`src/rtl/duart_access_sequencer.sv`:
```
// Sole owner of the d2681 register port: arbitrates CPU accesses against a
// channel-A engine that polls status, drains a TX FIFO and fills an RX slot.
module duart_access_sequencer #(
    parameter int TX_DEPTH = 16,
    parameter int POLL_GAP = 4
) (
    input  logic       clk,
    input  logic       reset,
    input  logic       clken,
    input  logic       cpu_req,
    input  logic       cpu_we,
    input  logic [3:0] cpu_addr,
    input  logic [7:0] cpu_di,
    output logic [7:0] cpu_do,
    output logic       cpu_ack,
    input  logic       tx_wr,
    input  logic [7:0] tx_data,
    output logic       tx_full,
    output logic       tx_drop,
    output logic       rx_valid,
    output logic [7:0] rx_data,
    input  logic       rx_ready,
    output logic       d_enable,
    output logic       d_we,
    output logic [3:0] d_addr,
    output logic [7:0] d_di,
    input  logic [7:0] d_do
);
    localparam int PTR_W = $clog2(TX_DEPTH);
    localparam int CNT_W = PTR_W + 1;
    localparam int GAP_W = $clog2(POLL_GAP + 1);

    localparam logic [3:0] ADDR_STATUS = 4'd1;
    localparam logic [3:0] ADDR_DATA   = 4'd3;

    typedef enum logic [2:0] {
        S_IDLE,
        S_CPU,
        S_POLL,
        S_RX,
        S_TX
    } state_t;

    state_t           state_q, state_d;
    logic [GAP_W-1:0] gap_q, gap_d;
    logic             d_enable_q, d_enable_d;
    logic             d_we_q, d_we_d;
    logic [3:0]       d_addr_q, d_addr_d;
    logic [7:0]       d_di_q, d_di_d;
    logic             cpu_ack_q, cpu_ack_d;
    logic [7:0]       cpu_do_q, cpu_do_d;
    logic             rx_valid_q, rx_valid_d;
    logic [7:0]       rx_data_q, rx_data_d;
    logic [7:0]       fifo_q [TX_DEPTH];
    logic [7:0]       fifo_d [TX_DEPTH];
    logic [PTR_W-1:0] rd_ptr_q, rd_ptr_d;
    logic [PTR_W-1:0] wr_ptr_q, wr_ptr_d;
    logic [CNT_W-1:0] count_q, count_d;
    logic             tx_full_q, tx_full_d;
    logic             tx_drop_q, tx_drop_d;

    logic done;
    logic push;
    logic pop;
    logic fill;

    // Sequencer: an access completes on the first clken edge while d_enable is up.
    always_comb begin
        state_d    = state_q;
        gap_d      = gap_q;
        d_enable_d = d_enable_q;
        d_we_d     = d_we_q;
        d_addr_d   = d_addr_q;
        d_di_d     = d_di_q;
        cpu_ack_d  = 1'b0;
        cpu_do_d   = cpu_do_q;
        pop        = 1'b0;
        fill       = 1'b0;
        done       = d_enable_q && clken;

        case (state_q)
            S_IDLE: begin
                if (cpu_req) begin
                    state_d    = S_CPU;
                    d_enable_d = 1'b1;
                    d_we_d     = cpu_we;
                    d_addr_d   = cpu_addr;
                    d_di_d     = cpu_di;
                end else if (gap_q == '0) begin
                    state_d    = S_POLL;
                    d_enable_d = 1'b1;
                    d_we_d     = 1'b0;
                    d_addr_d   = ADDR_STATUS;
                    d_di_d     = 8'h00;
                end else begin
                    gap_d = gap_q - GAP_W'(1);
                end
            end
            S_CPU: begin
                if (done) begin
                    state_d    = S_IDLE;
                    d_enable_d = 1'b0;
                    cpu_ack_d  = 1'b1;
                    cpu_do_d   = d_we_q ? 8'h00 : d_do;
                end
            end
            S_POLL: begin
                // The data access follows the poll directly, so no CPU access can slip in between.
                if (done) begin
                    if (d_do[0] && !rx_valid_q) begin
                        state_d  = S_RX;
                        d_we_d   = 1'b0;
                        d_addr_d = ADDR_DATA;
                        d_di_d   = 8'h00;
                    end else if (d_do[2] && (count_q != '0)) begin
                        state_d  = S_TX;
                        d_we_d   = 1'b1;
                        d_addr_d = ADDR_DATA;
                        d_di_d   = fifo_q[rd_ptr_q];
                    end else begin
                        state_d    = S_IDLE;
                        d_enable_d = 1'b0;
                        gap_d      = GAP_W'(POLL_GAP);
                    end
                end
            end
            S_RX: begin
                if (done) begin
                    fill       = 1'b1;
                    state_d    = S_IDLE;
                    d_enable_d = 1'b0;
                    gap_d      = GAP_W'(POLL_GAP);
                end
            end
            S_TX: begin
                if (done) begin
                    pop        = 1'b1;
                    state_d    = S_IDLE;
                    d_enable_d = 1'b0;
                    gap_d      = GAP_W'(POLL_GAP);
                end
            end
            default: begin
                state_d    = S_IDLE;
                d_enable_d = 1'b0;
            end
        endcase
    end

    // TX FIFO and RX holding slot
    always_comb begin
        push      = tx_wr && !tx_full_q;
        fifo_d    = fifo_q;
        wr_ptr_d  = wr_ptr_q;
        rd_ptr_d  = rd_ptr_q;
        count_d   = count_q;
        tx_drop_d = tx_wr && tx_full_q;

        if (push) begin
            fifo_d[wr_ptr_q] = tx_data;
            wr_ptr_d         = wr_ptr_q + PTR_W'(1);
        end
        if (pop) begin
            rd_ptr_d = rd_ptr_q + PTR_W'(1);
        end
        case ({push, pop})
            2'b10:   count_d = count_q + CNT_W'(1);
            2'b01:   count_d = count_q - CNT_W'(1);
            default: count_d = count_q;
        endcase
        tx_full_d = (count_d == CNT_W'(TX_DEPTH));

        rx_valid_d = rx_valid_q;
        rx_data_d  = rx_data_q;
        if (rx_valid_q && rx_ready) begin
            rx_valid_d = 1'b0;
        end
        if (fill) begin
            rx_valid_d = 1'b1;
            rx_data_d  = d_do;
        end
    end

    always_ff @(posedge clk) begin
        if (reset) begin
            state_q    <= S_IDLE;
            gap_q      <= '0;
            d_enable_q <= 1'b0;
            d_we_q     <= 1'b0;
            d_addr_q   <= '0;
            d_di_q     <= '0;
            cpu_ack_q  <= 1'b0;
            cpu_do_q   <= '0;
            rx_valid_q <= 1'b0;
            rx_data_q  <= '0;
            rd_ptr_q   <= '0;
            wr_ptr_q   <= '0;
            count_q    <= '0;
            tx_full_q  <= 1'b0;
            tx_drop_q  <= 1'b0;
        end else begin
            state_q    <= state_d;
            gap_q      <= gap_d;
            d_enable_q <= d_enable_d;
            d_we_q     <= d_we_d;
            d_addr_q   <= d_addr_d;
            d_di_q     <= d_di_d;
            cpu_ack_q  <= cpu_ack_d;
            cpu_do_q   <= cpu_do_d;
            rx_valid_q <= rx_valid_d;
            rx_data_q  <= rx_data_d;
            rd_ptr_q   <= rd_ptr_d;
            wr_ptr_q   <= wr_ptr_d;
            count_q    <= count_d;
            tx_full_q  <= tx_full_d;
            tx_drop_q  <= tx_drop_d;
        end
    end

    // FIFO storage carries no reset; occupancy is tracked by the pointers.
    always_ff @(posedge clk) begin
        fifo_q <= fifo_d;
    end

    assign cpu_do   = cpu_do_q;
    assign cpu_ack  = cpu_ack_q;
    assign tx_full  = tx_full_q;
    assign tx_drop  = tx_drop_q;
    assign rx_valid = rx_valid_q;
    assign rx_data  = rx_data_q;
    assign d_enable = d_enable_q;
    assign d_we     = d_we_q;
    assign d_addr   = d_addr_q;
    assign d_di     = d_di_q;

endmodule

```
`config.mk`:
```
export PLATFORM = sky130hd
export DESIGN_NAME = duart_access_sequencer
export DESIGN_NICKNAME = d
export VERILOG_FILES = /design/src/rtl/duart_access_sequencer.sv
export SDC_FILE = /design/constraint.sdc
export NUM_CORES = 1
export LEC_CHECK = 0
export ABC_AREA = 1
export CAP_MARGIN = 5
export CORE_MARGIN = 4
export CORE_UTILIZATION = 61
export DETAILED_ROUTE_END_ITERATION = 10
export GPL_TIMING_DRIVEN = 0
export PLACE_DENSITY = 0.84
export SYNTH_ARGS = -nofsm -noshare
export SYNTH_HDL_FRONTEND = slang
export SYNTH_SLANG_ARGS = --single-unit
```
`constraint.sdc`:
```
create_clock -name clk -period 3.74 [get_ports clk]
set_input_delay 0.374 -clock clk [delete_from_list [all_inputs] [get_ports clk]]
set_output_delay 0.374 -clock clk [all_outputs]
set_load 0.01 [all_outputs]
```
==> results of run 1 <==
==> metal layers <==
layer	part of all wire, %	vias up
li1	-	2691
met1	36	2829
met2	49	474
met3	12	67
met4	3.4	0
met5	0	-
==> per-stage QoR <==
stage / setup WS, ps / util (%) / std cells / instance area, um2 / total power (W)
after CTS: 1430 / 74.2 / 958 / 8920 / 0.00495
after global placement: 1220 / 69.3 / 926 / 8330 / 0.00319
final: 1340 / 74.2 / 958 / 8920 / 0.00498
after detailed placement: 1070 / 69.3 / 926 / 8330 / 0.00323
after floorplan: 1850 / - / 712 / 7470 / 0.00287
after global routing: 1150 / 74.2 / 958 / 8920 / 0.00517
==> final cells by class <==
class                   count  area (um2)  area share, %
repair buffers             67         671           7.52
clock inverters            15         165           1.85
well taps                 147         184           2.06
plain buffers              33         153           1.71
flip-flops and latches    181        4900           55.0
inverters                  45         169           1.89
multi-input cells         453        2240           25.2
clock buffers              17         425           4.77
==> worst max path at each step <==
stage | end | slack (ps)
final | d_di[3] | 1340
after global routing | tx_full | 1150
after CTS | tx_full | 1430
after detailed placement | tx_full | 1070
after global placement | tx_full | 1220
after floorplan | tx_full | 1850
==> worst max-delay path: stages (launching register included) <==
cell and delay (ps):
dfxtp_1 390, buf_2 260, clkbuf_1 530, o21ai_0 250, o221ai_1 420, nand3_1 160, o21ai_0 120, nand2_1 70
a21oi_1 130
==> state kept, by name, summed over array words and instances, names as in the netlist, 4 cells and up <==
signal    cells
rd_ptr_q      4
d_addr        4
d_di          8
count_q       5
rx_data       8
wr_ptr_q      4
cpu_do        8
fifo_q      128
==> layout by cell type, fill, tap and decap left out, types with 10 or more instances in the layout <==
cell type | netlist | final
o21ai_0 | 100 | 100
o221ai_1 | 15 | 15
ha_1 | 10 | 10
nor2_1 | 120 | 120
nand3_1 | 39 | 39
nand2_1 | 78 | 78
edfxtp_1 | 128 | 128
inv_1 | 38 | 38
clkbuf_16 | 0 | 17
clkbuf_1 | 18 | 18
buf_2 | 11 | 11
clkdlybuf4s50_1 | 0 | 67
o21ai_1 | 15 | 15
a21oi_1 | 35 | 35
o22ai_1 | 12 | 12
dfxtp_1 | 53 | 53
==> logic make-up (layout without fill, tap and decap cells) <==
group | after synthesis | count (layout) | share of synthesized area (%)
buf+inv | 78 | 177 | 4.30
fa+ha+maj | 10 | 10 | 1.67
simple gates | 253 | 253 | 14.1
flops | 181 | 181 | 65.7
compound gates | 189 | 189 | 14.2
xor+xnor | 1 | 1 | 0.117
==> where the power goes <==
group,switching [W],leakage [nW],internal (W),total [W]
clock network,0.000814,0.284,0.000948,0.00176
registers,0.0000823,1.59,0.00227,0.00235
logic,0.000522,1.33,0.000344,0.000867
total,0.00142,3.21,0.00356,0.00498
==> results.yml, run 1 <==
worst_setup_path:
  reg2reg_depth: 8
  rrSetupSlack_ps: 1340
  crit_arrival_ps: 2760
  worstSetupPathType: "flip-flop to flip-flop"
  required_ps: 4100
  path_max_fanout: 10
  cp-startpoint: "rd_ptr_q[0]"
  endpoint_kind: "flip-flop"
  cp-start-kind: "flip-flop"
  r2r-start: "rd_ptr_q[0]"
  reg2reg_to: "d_di[3]"
global_routing:
  grtUsageTotal_pct: 28.0
  grt_pass1_vias: 5954
  grt_max_degree: 19
  busiest_layer: "met2"
  met3_usage_pct: 7.66
  antenna_found_initial: 0
  use_met1_pct: 34.7
  grt-ovfl-total: 0
  grt_util_met2_pct: 45.4
  grt_pass1_wl_mm: 30.3
detailed_routing:
  drtIter0Drc: 1011
  wl_mm: 19.5
  viasPerCell: 6.33
  drt_first_pass_iters: 6
  post_drt_wl_per_cell_um: 20.3
  num_vias: 6061
  remaining_drc_errors: 0
  ant_nets: 0
cts:
  clkLatencyLatePin_ps: 430
  post_cts_resized: 0
  cts_setup_buffers: 0
  hold_buffers: 0
  htreeDepth: 4
  cts_tree: "built"
  cts_inserted_buffers: 17
  root_buffer: "clkbuf_16"
  cts_buffer_depth: 2
  clk_pin_slew_ps: 70
  clkSinkCount: 181
power:
  p_leak_nw: 3.21
  vdd_drop_max_uv: 409
  p_per_area_mw_per_mm2: 558
worst_hold_path:
  hp-class: "input pin to flip-flop"
  min_delay_worst_endpoint: "d_addr[3]"
  worstHoldPathCells: 2
  min_from: "reset"
synthesis:
  synth_seq_cells: 181
  yosysTopAreaCellShare_pct: 51.4
  synth_edf_count: 128
  yosys-top-cells-area: "edfxtp_1 51%, dfxtp_1 14%, o21ai_0 6.7%, nor2_1 6.0%, nand2_1 3.9%"
  seq_area_frac_synth_pct: 65.7
  synth_area_mm2: 0.00747
  yosys.cell_types.count: 34
  synth_largest_area_cell: "edfxtp_1"
  syn_avg_cell_area_um2: 10.5
  synth_commonest_cells: "128 x edfxtp_1, 120 x nor2_1, 100 x o21ai_0, 78 x nand2_1, 53 x dfxtp_1"
  post-synth-top-count-cell: "edfxtp_1"
  synthFlopType: "edfxtp_1"
  yosys_warnings: 0
  synth_fp_nets: 757
  async_flop_share_pct: 0
  synthCells: 712
die:
  dieArea_mm2: 0.0141
  rows: 40
  dieHeight_um: 119
  core_mm2: 0.0120
  die_x_um: 119
  start_util_pct: 62.2
  io_pins: 69
place:
  gp_congestion: 0.909
  hpwlAfterDp_mm: 13.4
  port_buffers: 67
timing:
  fin_crit_ps: 2400
  fin_crit_sh_pct: 64.1
  worstMarginPinSlew_ps: 996
  finalMaxSlewViolations: 0
  rsz0062_at_grt: "no"
  hold_viol_final: 0
  relSlewSlack_pct: 33.3
  setup_viol: 0
  holdWs_ps: 412
  tns_ps: 0
  fmax_ghz: 0.417
  skew_ps: 8.89
run:
  drv_cap: 0
final_layout:
  drive_gt1_share_pct: 7.52
  n_fill_cell: 758
  areaGrowthSynthToFinish_pct: 19.3
  fin_nets: 843
  insertedDiodeCount: 0
status:
  status: "completed"
Note: power is estimated with default switching activity, not from simulation.
==> run 2, diff against run 1 <==
CORE_UTILIZATION = 52   (was 61)
PLACE_DENSITY = 0.76   (was 0.84)
clock period = 2.01 ns   (was 3.74 ns; I/O delays follow)
==> run 2 against run 1 <==
Net effect:
- hold slack got worse by 180 ps
- sequential power grew 86%
- global-route usage down 3.8 points
- cell area up 2.2%
- fmax grew 16%
- utilization fell by 9.1 points
- critical path depth grew 6
- the run now ends with negative setup slack left
- first-iteration DRC count shrank 36%
- clock power up 86%
- cell count increased by 4.1%
- combinational power grew 90%
- non-clock buffer count is 6 higher
==> results.yml, run 2 (same netlist as run 1, synthesis figures left out) <==
status:
  status: "complete, but fails checks"
  violations: "negative setup slack"
worst_setup_path:
  cp_slowest_stage_delay_ps: 370
  worstSetupPathType: "flip-flop to flip-flop"
  cp_cell_sequence: "nor2_4, nand4_1, inv_2, ha_4, inv_2, o21bai_1, inv_1, o211ai_1, nand2_1, inv_2, nand2_1, nand2_1, nand3_2, nor2_1"
  required_ps: 2370
  path_max_fanout: 5
  cp_slowest_cell: "dfxtp_4"
  cp-start-kind: "flip-flop"
  crit_arrival_ps: 2430
  endpoint_kind: "flip-flop"
timing:
  fin_crit_ps: 2070
  relSlewSlack_pct: 23.8
  fmax_ghz: 0.484
  finalMaxSlewViolations: 0
  fin_crit_sh_pct: 103
  skew_ps: 10.8
  rsz0062_at_grt: "yes"
  setup_viol: 10
  hold_viol_final: 0
  worst_slack_ps: -56.2
  worstMarginPinSlew_ps: 1140
global_routing:
  grt-ovfl-total: 0
  antenna_found_initial: 0
  grt_max_degree: 20
  grtUsageTotal_pct: 24.2
  grt_pass1_vias: 5786
  grt_pass1_wl_mm: 30.2
place:
  port_buffers: 67
  dp_slack_ps: -491
  place_area_mm2: 0.00837
  dpl.cell_count: 959
  gp_congestion: 0.884
  hpwlAfterDp_mm: 13.2
final_layout:
  largest_reg_flops: 128
  mostFrequentLayoutCells: "128 x edfxtp_1, 113 x nor2_1, 94 x o21ai_0"
  fin_nets: 849
  areaGrowthSynthToFinish_pct: 21.9
  final_common_cell: "edfxtp_1"
  stdcell_count: 997
  top_register: "fifo_q"
  drive_gt1_share_pct: 12.0
  insertedDiodeCount: 0
  fin_area_mm2: 0.00911
die:
  rows: 43
  io_pins: 69
  start_util_pct: 53.4
  core_mm2: 0.0140
  dieArea_mm2: 0.0163
  die_x_um: 128
  dieHeight_um: 128
power:
  p_leak_nw: 3.28
  vdd_drop_max_uv: 615
  p_per_area_mw_per_mm2: 1020
  design_power_total_w: 0.00929
cts:
  hold_buffers: 0
  clkLatencyLatePin_ps: 440
  cts_tree: "built"
  clk_pin_slew_ps: 60
  root_buffer: "clkbuf_16"
  clkSinkCount: 181
  cts_inserted_buffers: 17
  htreeDepth: 4
  cts_buffer_depth: 2
worst_hold_path:
  hp-class: "input pin to flip-flop"
detailed_routing:
  wl_mm: 20.1
  drt_first_pass_iters: 5
  remaining_drc_errors: 0
  viasPerCell: 5.99
  post_drt_wl_per_cell_um: 20.2
  num_vias: 5973
  drtIter0Drc: 644
  ant_nets: 0
run:
  drv_cap: 0
## run 2: repair_timing
item                                    CTS  global route
gates cloned                              0             0
endpoints found under the setup margin   67            83
setup buffers                             1             6
pin swaps                                 2            16
gates resized for setup                  13            37
## run 2: routing by layer
layer | wire [um] | GRT usage [%] | vias to the layer above
met5 | 0 | 0 | -
li1 | - | - | 2701
met4 | 673 | 11.0 | 0
met2 | 9380 | 38.8 | 364
met1 | 7960 | 31.3 | 2850
met3 | 2110 | 5.92 | 58
## run 2: power by group
part	internal (W)	switching [W]
Combinational	0.000658	0.000997
Sequential	0.00422	0.000143
Clock	0.00191	0.00136
Total	0.00679	0.00250
## run 2: final cells by class
| class | instances | area [um2] |
|---|---|---|
| plain buffers | 32 | 165 |
| clock buffers | 24 | 513 |
| clock inverters | 8 | 71.3 |
| fillers | 1034 | 4880 |
| inverters | 45 | 169 |
| multi-input cells | 453 | 2330 |
| flip-flops and latches | 181 | 4910 |
| well taps | 180 | 225 |
| repair buffers | 74 | 723 |
## run 2: critical path: cells and delay by family, from the launching register on
kind	cells	cell delay [ps]
AOI/OAI and AO/OA	2	300
buffers and inverters	4	350
adders and majority gates	1	160
DFF	1	370
and+or+nand+nor	7	830
## run 2: worst paths after layout
path	slack, ps	endpoint	startpoint	depth (start not counted)
worst max-delay path	-60	tx_full	state_q[1]	14
worst min-delay path	230	d_addr[3]	reset	2
worst max register to register	-60	tx_full	state_q[1]	14
worst min register to register	460	tx_drop	tx_full	2
## run 2: per-stage QoR
stage,util (%),hold slack (ps),setup TNS (ps)
floorplan,-,300,0
global placement,59.8,435,-35540
detailed placement,59.8,445,-44450
CTS,64.3,201,-33.2
global route,65.1,260,-352
finish,65.1,232,-96.5
